===== src/rtl/div_pkg.sv =====
// Shared types and helpers for the sequential restoring divider.
//   state_e : controller states (IDLE accepts, RUN iterates, DONE presents)
//   cnt_w   : width of a down-counter that must hold the value w
package div_pkg;

  typedef enum logic [1:0] {
    IDLE = 2'd0,
    RUN  = 2'd1,
    DONE = 2'd2
  } state_e;

  function automatic int cnt_w(input int w);
    return $clog2(w + 1);
  endfunction

endpackage


===== src/rtl/div_step.sv =====
// One restoring-division step, purely combinational.
//   rem_in  : partial remainder entering the step
//   q_in    : dividend/quotient shift register; MSB is the next dividend bit
//   b       : divisor
//   rem_out : partial remainder after the trial subtraction
//   q_out   : q_in shifted left, new quotient bit in the LSB
module div_step #(
  parameter int WIDTH = 8
) (
  input  logic [WIDTH-1:0] rem_in,
  input  logic [WIDTH-1:0] q_in,
  input  logic [WIDTH-1:0] b,
  output logic [WIDTH-1:0] rem_out,
  output logic [WIDTH-1:0] q_out
);

  // The partial remainder can have its MSB set when b is large, so the
  // shifted value keeps all of rem_in and is WIDTH+1 bits wide.
  logic [WIDTH:0] shifted;
  logic           fits;

  assign shifted = {rem_in, q_in[WIDTH-1]};
  assign fits    = (shifted >= {1'b0, b});

  // After a successful subtract the result is < b, so it fits in WIDTH bits;
  // after a failed one, shifted itself is < b and fits as well.
  assign rem_out = fits ? WIDTH'(shifted - {1'b0, b}) : shifted[WIDTH-1:0];
  assign q_out   = {q_in[WIDTH-2:0], fits};

endmodule


===== src/rtl/div_seq_ctrl.sv =====
// Iterative restoring unsigned divider with valid/ready handshakes.
//   clk, rst            : clock, asynchronous active-high reset
//   in_valid/in_ready   : operand handshake (dividend, divisor)
//   out_valid/out_ready : result handshake (quotient, remainder, div_by_zero)
// One quotient bit per clock in RUN; divide-by-zero short-circuits to DONE
// with quotient all-ones and remainder equal to the dividend.
module div_seq_ctrl
  import div_pkg::*;
#(
  parameter int WIDTH = 8
) (
  input  logic             clk,
  input  logic             rst,
  input  logic             in_valid,
  output logic             in_ready,
  input  logic [WIDTH-1:0] dividend,
  input  logic [WIDTH-1:0] divisor,
  output logic             out_valid,
  input  logic             out_ready,
  output logic [WIDTH-1:0] quotient,
  output logic [WIDTH-1:0] remainder,
  output logic             div_by_zero
);

  localparam int CW = cnt_w(WIDTH);

  state_e           state_q, state_d;
  logic [WIDTH-1:0] rem_q, rem_d;
  logic [WIDTH-1:0] q_q, q_d;    // dividend shifts out as quotient shifts in
  logic [WIDTH-1:0] b_q, b_d;
  logic [CW-1:0]    cnt_q, cnt_d;
  logic             in_ready_q, in_ready_d;
  logic             out_valid_q, out_valid_d;
  logic             dbz_q, dbz_d;

  logic [WIDTH-1:0] step_rem, step_q;

  div_step #(.WIDTH(WIDTH)) u_step (
    .rem_in  (rem_q),
    .q_in    (q_q),
    .b       (b_q),
    .rem_out (step_rem),
    .q_out   (step_q)
  );

  always_comb begin
    state_d     = state_q;
    rem_d       = rem_q;
    q_d         = q_q;
    b_d         = b_q;
    cnt_d       = cnt_q;
    in_ready_d  = in_ready_q;
    out_valid_d = out_valid_q;
    dbz_d       = dbz_q;
    case (state_q)
      IDLE: begin
        if (in_valid && in_ready_q) begin
          b_d        = divisor;
          in_ready_d = 1'b0;
          if (divisor == '0) begin
            q_d         = '1;
            rem_d       = dividend;
            dbz_d       = 1'b1;
            out_valid_d = 1'b1;
            state_d     = DONE;
          end else begin
            q_d     = dividend;
            rem_d   = '0;
            dbz_d   = 1'b0;
            cnt_d   = CW'(WIDTH);
            state_d = RUN;
          end
        end
      end
      RUN: begin
        rem_d = step_rem;
        q_d   = step_q;
        cnt_d = cnt_q - 1'b1;
        // cnt_q == 1 means this edge performs the final step
        if (cnt_q == CW'(1)) begin
          out_valid_d = 1'b1;
          state_d     = DONE;
        end
      end
      DONE: begin
        // in_valid is deliberately not looked at here: no same-cycle accept
        if (out_ready) begin
          out_valid_d = 1'b0;
          in_ready_d  = 1'b1;
          state_d     = IDLE;
        end
      end
      default: begin
        out_valid_d = 1'b0;
        in_ready_d  = 1'b1;
        state_d     = IDLE;
      end
    endcase
  end

  always_ff @(posedge clk or posedge rst) begin
    if (rst) begin
      state_q     <= IDLE;
      rem_q       <= '0;
      q_q         <= '0;
      b_q         <= '0;
      cnt_q       <= '0;
      in_ready_q  <= 1'b1;
      out_valid_q <= 1'b0;
      dbz_q       <= 1'b0;
    end else begin
      state_q     <= state_d;
      rem_q       <= rem_d;
      q_q         <= q_d;
      b_q         <= b_d;
      cnt_q       <= cnt_d;
      in_ready_q  <= in_ready_d;
      out_valid_q <= out_valid_d;
      dbz_q       <= dbz_d;
    end
  end

  assign in_ready    = in_ready_q;
  assign out_valid   = out_valid_q;
  assign quotient    = q_q;
  assign remainder   = rem_q;
  assign div_by_zero = dbz_q;

endmodule


===== config.mk =====
export PLATFORM = sky130hd
export DESIGN_NAME = div_seq_ctrl
export DESIGN_NICKNAME = d
export VERILOG_FILES = /design/src/rtl/div_pkg.sv /design/src/rtl/div_step.sv /design/src/rtl/div_seq_ctrl.sv
export SDC_FILE = /design/constraint.sdc
export NUM_CORES = 1
export LEC_CHECK = 0
export CAP_MARGIN = 5
export CORE_MARGIN = 1.5
export CORE_UTILIZATION = 45
export DETAILED_ROUTE_END_ITERATION = 16
export PLACE_DENSITY = 0.74
export SETUP_SLACK_MARGIN = 0.05
export SLEW_MARGIN = 10
export SYNTH_ARGS = -nofsm -noshare
export SYNTH_HDL_FRONTEND = slang
export SYNTH_SLANG_ARGS = --single-unit

===== constraint.sdc =====
create_clock -name clk -period 1.8 [get_ports clk]
set_input_delay 0.27 -clock clk [delete_from_list [all_inputs] [get_ports clk]]
set_output_delay 0.27 -clock clk [all_outputs]
set_load 0.02 [all_outputs]

==> impl_results.rst <==
.. list-table::
   :header-rows: 1

   * - Metric
     - Value
   * - Run status
     - finished with violations
   * - Failing checks
     - setup timing
   * - Critical-path cell list
     - ha_1, nor2b_2, o21ai_0, nand2b_1, xor2_1, mux2i_1, o22ai_1
   * - Worst min-delay path class
     - in -> reg
   * - Setup CP Type
     - reg -> reg
   * - Power after layout
     - 6.24 mW
   * - Flop2flop setup slack
     - -160 ps
   * - Highest cell delay on the worst timing path
     - 420 ps
   * - Maximum ir drop on the vdd rail
     - roughly 0.0015 V
   * - Cell area after technology mapping
     - 0.00201 sq mm
   * - TritonCTS buffer count
     - 5
   * - Violation count after the first detailed-routing iteration
     - between 100 and 150
   * - Share of synthesized flip-flops with an asynchronous set or reset
     - 100%
   * - Max Clock Freq
     - 510 MHz
   * - Area of the die
     - between 0.004 and 0.005 sq mm
   * - Number of distinct standard cells referenced by the synthesized netlist
     - 47
   * - First-pass GRT wire length
     - 9.25 mm
   * - Part of the cycle the worst path needs
     - 109%
   * - Critical Path Slowest Stage Cell
     - sky130_fd_sc_hd__dfrtp_1
   * - Number of stages on the worst hold path
     - 3
   * - Number of placed I/O pins
     - 39
   * - Antenna viol nets, final
     - 0
   * - Pin count of the biggest net entering global routing
     - 34
   * - Flip-flop cell with the highest count after synthesis
     - sky130_fd_sc_hd__dfrtp_1
   * - Number of global-route vias before repair
     - 1945
   * - Core Region
     - 0.00432 sq mm
   * - Number of cells on the worst reg-to-reg path
     - 7
   * - Clock-pin slew reported for the worst setup and hold paths after clock tree synthesis
     - ~70 ps
   * - Fraction of layout instances using a drive strength above 1
     - 28.9%
   * - Number of warnings issued by yosys
     - 0
   * - Via total after detailed routing
     - 2027
   * - Grt ovf
     - 0
   * - Category of cells accounting for the largest share of critical-path delay
     - compound AO/OA/AOI/OAI gates
   * - Routability cong.
     - around 0.93
   * - Chip Height
     - 69.9 microns
   * - Average routed wire per standard cell
     - 15.9 microns
   * - Number of storage elements in the synthesis netlist
     - 33
   * - Post-synth EDFFs
     - 0
   * - Endpoints failing hold
     - 0
   * - Area Overhead vs Synth
     - 52.8%
   * - Static Leak
     - 1.43 nW
   * - Final standard cell utilization of the core
     - a little over 70%
   * - Number of maximum-capacitance constraint violations
     - 0
   * - Number of remaining DRC errors
     - 0
   * - Number of pins exceeding their max-slew limit in the final report
     - 0
   * - Power density over the cells
     - slightly above 2000 mW/mm^2
   * - Initial Utilization
     - 46.6%
   * - Total length of routed wires
     - 5.82 mm
   * - Worst setup path start
     - remainder[0]$_DFFE_PP0P_
   * - Number of instances in the synthesized netlist
     - between 200 and 250
   * - CP Buf/Inv Count
     - 0
   * - TNS Setup
     - -582 ps
   * - X dimension of the die
     - 69.9 microns
   * - Final setup slack of the worst path
     - -161 ps
   * - Proportion of netlist area held by the largest area contributor
     - around 40%
   * - Clock tree from TritonCTS
     - done
   * - Synth Area per Inst
     - 8.68 sq um
   * - Number of logic stages on the critical path including buffering
     - 7
   * - Relative max-transition margin
     - 64.2%
   * - Post-CTS Hold Fix Bufs
     - 0
   * - Sequential fraction of the synthesis area
     - between 40% and 50%
   * - Maximum fanout count along the critical path
     - 4
   * - Setup Viol. Count Final
     - 8
   * - Launch point of the worst reg-to-reg path
     - remainder[0]$_DFFE_PP0P_
   * - Post-detail-place hpwl
     - 3.98 mm
   * - Post-layout nets
     - 345
   * - Leading area contributor after synthesis
     - sky130_fd_sc_hd__dfrtp_1
   * - Number of core rows
     - 24
   * - H-tree level count
     - 2
   * - Initial antenna violation count
     - 0
   * - Iteration count of the initial detailed-routing pass
     - 4
   * - Port bufs
     - 38
   * - Required time worst endpoint
     - 1940 ps
   * - Average vias per placed instance
     - between 5 and 6
   * - Final Skew
     - between 3 and 4 ps
   * - CP endpoint kind
     - flip-flop
   * - Global-route usage over all layers
     - 24.1%
   * - Unrepaired setup endpoints after global routing
     - true
   * - Maximum buffer depth of the clock tree
     - 2
   * - Worst hold start
     - divisor[2]
   * - Most area-consuming cells after synthesis
     - sky130_fd_sc_hd__dfrtp_1 40%, sky130_fd_sc_hd__ha_1 6.2%, sky130_fd_sc_hd__nand2_1 6.2%
   * - Signal arrival time at the worst endpoint
     - 2100 ps
   * - Antenna diodes
     - 0
   * - Critical Path Source Type
     - flip-flop
   * - Period minus WS final
     - 1960 ps
   * - Number of nets in the synthesized netlist
     - around 260
   * - Number of sinks on the clock net
     - 33
   * - Worst hold endpoint
     - b_q[2]$_DFFE_PP0P_
   * - Clock root buffer
     - sky130_fd_sc_hd__clkbuf_8
   * - Critical R2R Capture
     - remainder[3]$_DFFE_PP0P_
   * - Worst-Margin Slew
     - 538 ps
   * - Insertion delay to the later sink of the worst-skew pair
     - 280 ps
cells in the final DEF (no fill, tap or decap), types with 3 or more instances in the layout:
cell type / n
sky130_fd_sc_hd__a21oi_1: 20
sky130_fd_sc_hd__buf_4: 43
sky130_fd_sc_hd__buf_6: 3
sky130_fd_sc_hd__clkbuf_8: 6
sky130_fd_sc_hd__clkdlybuf4s50_1: 34
sky130_fd_sc_hd__dfrtp_1: 29
sky130_fd_sc_hd__dfrtp_2: 3
sky130_fd_sc_hd__dlymetal6s2s_1: 4
sky130_fd_sc_hd__ha_1: 4
sky130_fd_sc_hd__ha_4: 5
sky130_fd_sc_hd__inv_1: 10
sky130_fd_sc_hd__inv_2: 3
sky130_fd_sc_hd__mux2i_1: 6
sky130_fd_sc_hd__nand2_1: 33
sky130_fd_sc_hd__nand3_1: 7
sky130_fd_sc_hd__nor2_1: 18
sky130_fd_sc_hd__nor2b_1: 4
sky130_fd_sc_hd__nor3_1: 3
sky130_fd_sc_hd__o21ai_0: 19
sky130_fd_sc_hd__o22ai_1: 5
registers in the layout, summed over array words and instances (netlist names):
register / cells
quotient: 8
b_q: 8
remainder: 8
out_valid: 1
state_q: 2
div_by_zero: 1
in_ready: 1
cnt_q: 4
Yosys cell counts, drive strengths merged, types with 2 or more instances:
cell type  count
a21o           2
nor3b          2
nand3          9
o22ai          5
clkbuf         6
nor3           6
o21a           2
o21ai         20
buf            3
dfrtp         32
or4            2
xor2           2
mux2           2
nor2b          6
nand2b         3
mux2i          7
nor2          21
nand2         34
and3           2
inv           13
a21oi         22
o31ai          2
ha            10
cell families (layout without fill, tap and decap cells):
family                     Yosys count  in the layout  share of synthesized area, %
buffers and inverters               22            105                          4.29
DFF                                 33             33                          41.1
xor gates and xnor gates             3              3                          1.31
and+or+nand+nor                     88             88                          21.4
adders and majority gates           11             11                          7.21
AOI/OAI and AO/OA                   66             66                          20.1
muxes                                9              9                          4.60
worst max path at each step:
stage                                           to  slack (ps)
after floorplan           remainder[1]$_DFFE_PP0P_        -100
after global placement    remainder[1]$_DFFE_PP0P_        -180
after detailed placement  remainder[3]$_DFFE_PP0P_        -240
after CTS                 remainder[3]$_DFFE_PP0P_        -110
after global routing      remainder[3]$_DFFE_PP0P_        -260
final                     remainder[3]$_DFFE_PP0P_        -160
through the flow:
stage	setup WS [ps]	hold WS, ps	std cells	instance area [sq um]
detailed placement	-238	499	352	2770
global route	-260	301	367	3080
global placement	-183	502	352	2770
floorplan	-104	387	232	2070
CTS	-105	397	364	2970
finish	-161	281	367	3080
layer usage:
metal	track usage (%)	share of wire (%)
met5	0	0
met1	31.8	44
met2	38.9	48
met4	10.0	2.9
met3	4.62	5.2
worst reg2reg max path: cells and delay by family, from the launching register on:
family / cells / cell delay, ps
xor gates and xnor gates: 1 / 160
and+or+nand+nor: 2 / 320
adders and majority gates: 1 / 320
AOI/OAI and AO/OA: 2 / 420
DFF: 1 / 420
muxes: 1 / 180
where the power goes:
group	internal (mW)	switching, mW
clock network	0.451	0.278
logic	2.16	2.05
registers	1.06	0.243
total	3.68	2.57
what timing repair did:
item | 4_1_cts | 5_1_grt
hold endpoints to repair | 0 | 0
setup buffers | 4 | 4
pin swaps | 8 | 11
setup endpoints to repair | 9 | 16
gates resized for setup | 14 | 20
area by class of cell:
type,count,area [sq um]
clock buffers,7,86.3
multi-input cells,177,1270
fillers,323,1250
repair buffers,84,747
well taps,52,65.1
flip-flops and latches,33,831
inverters,13,48.8
clock inverters,1,30.0
No activity file was read; power rests on OpenSTA's default activity.
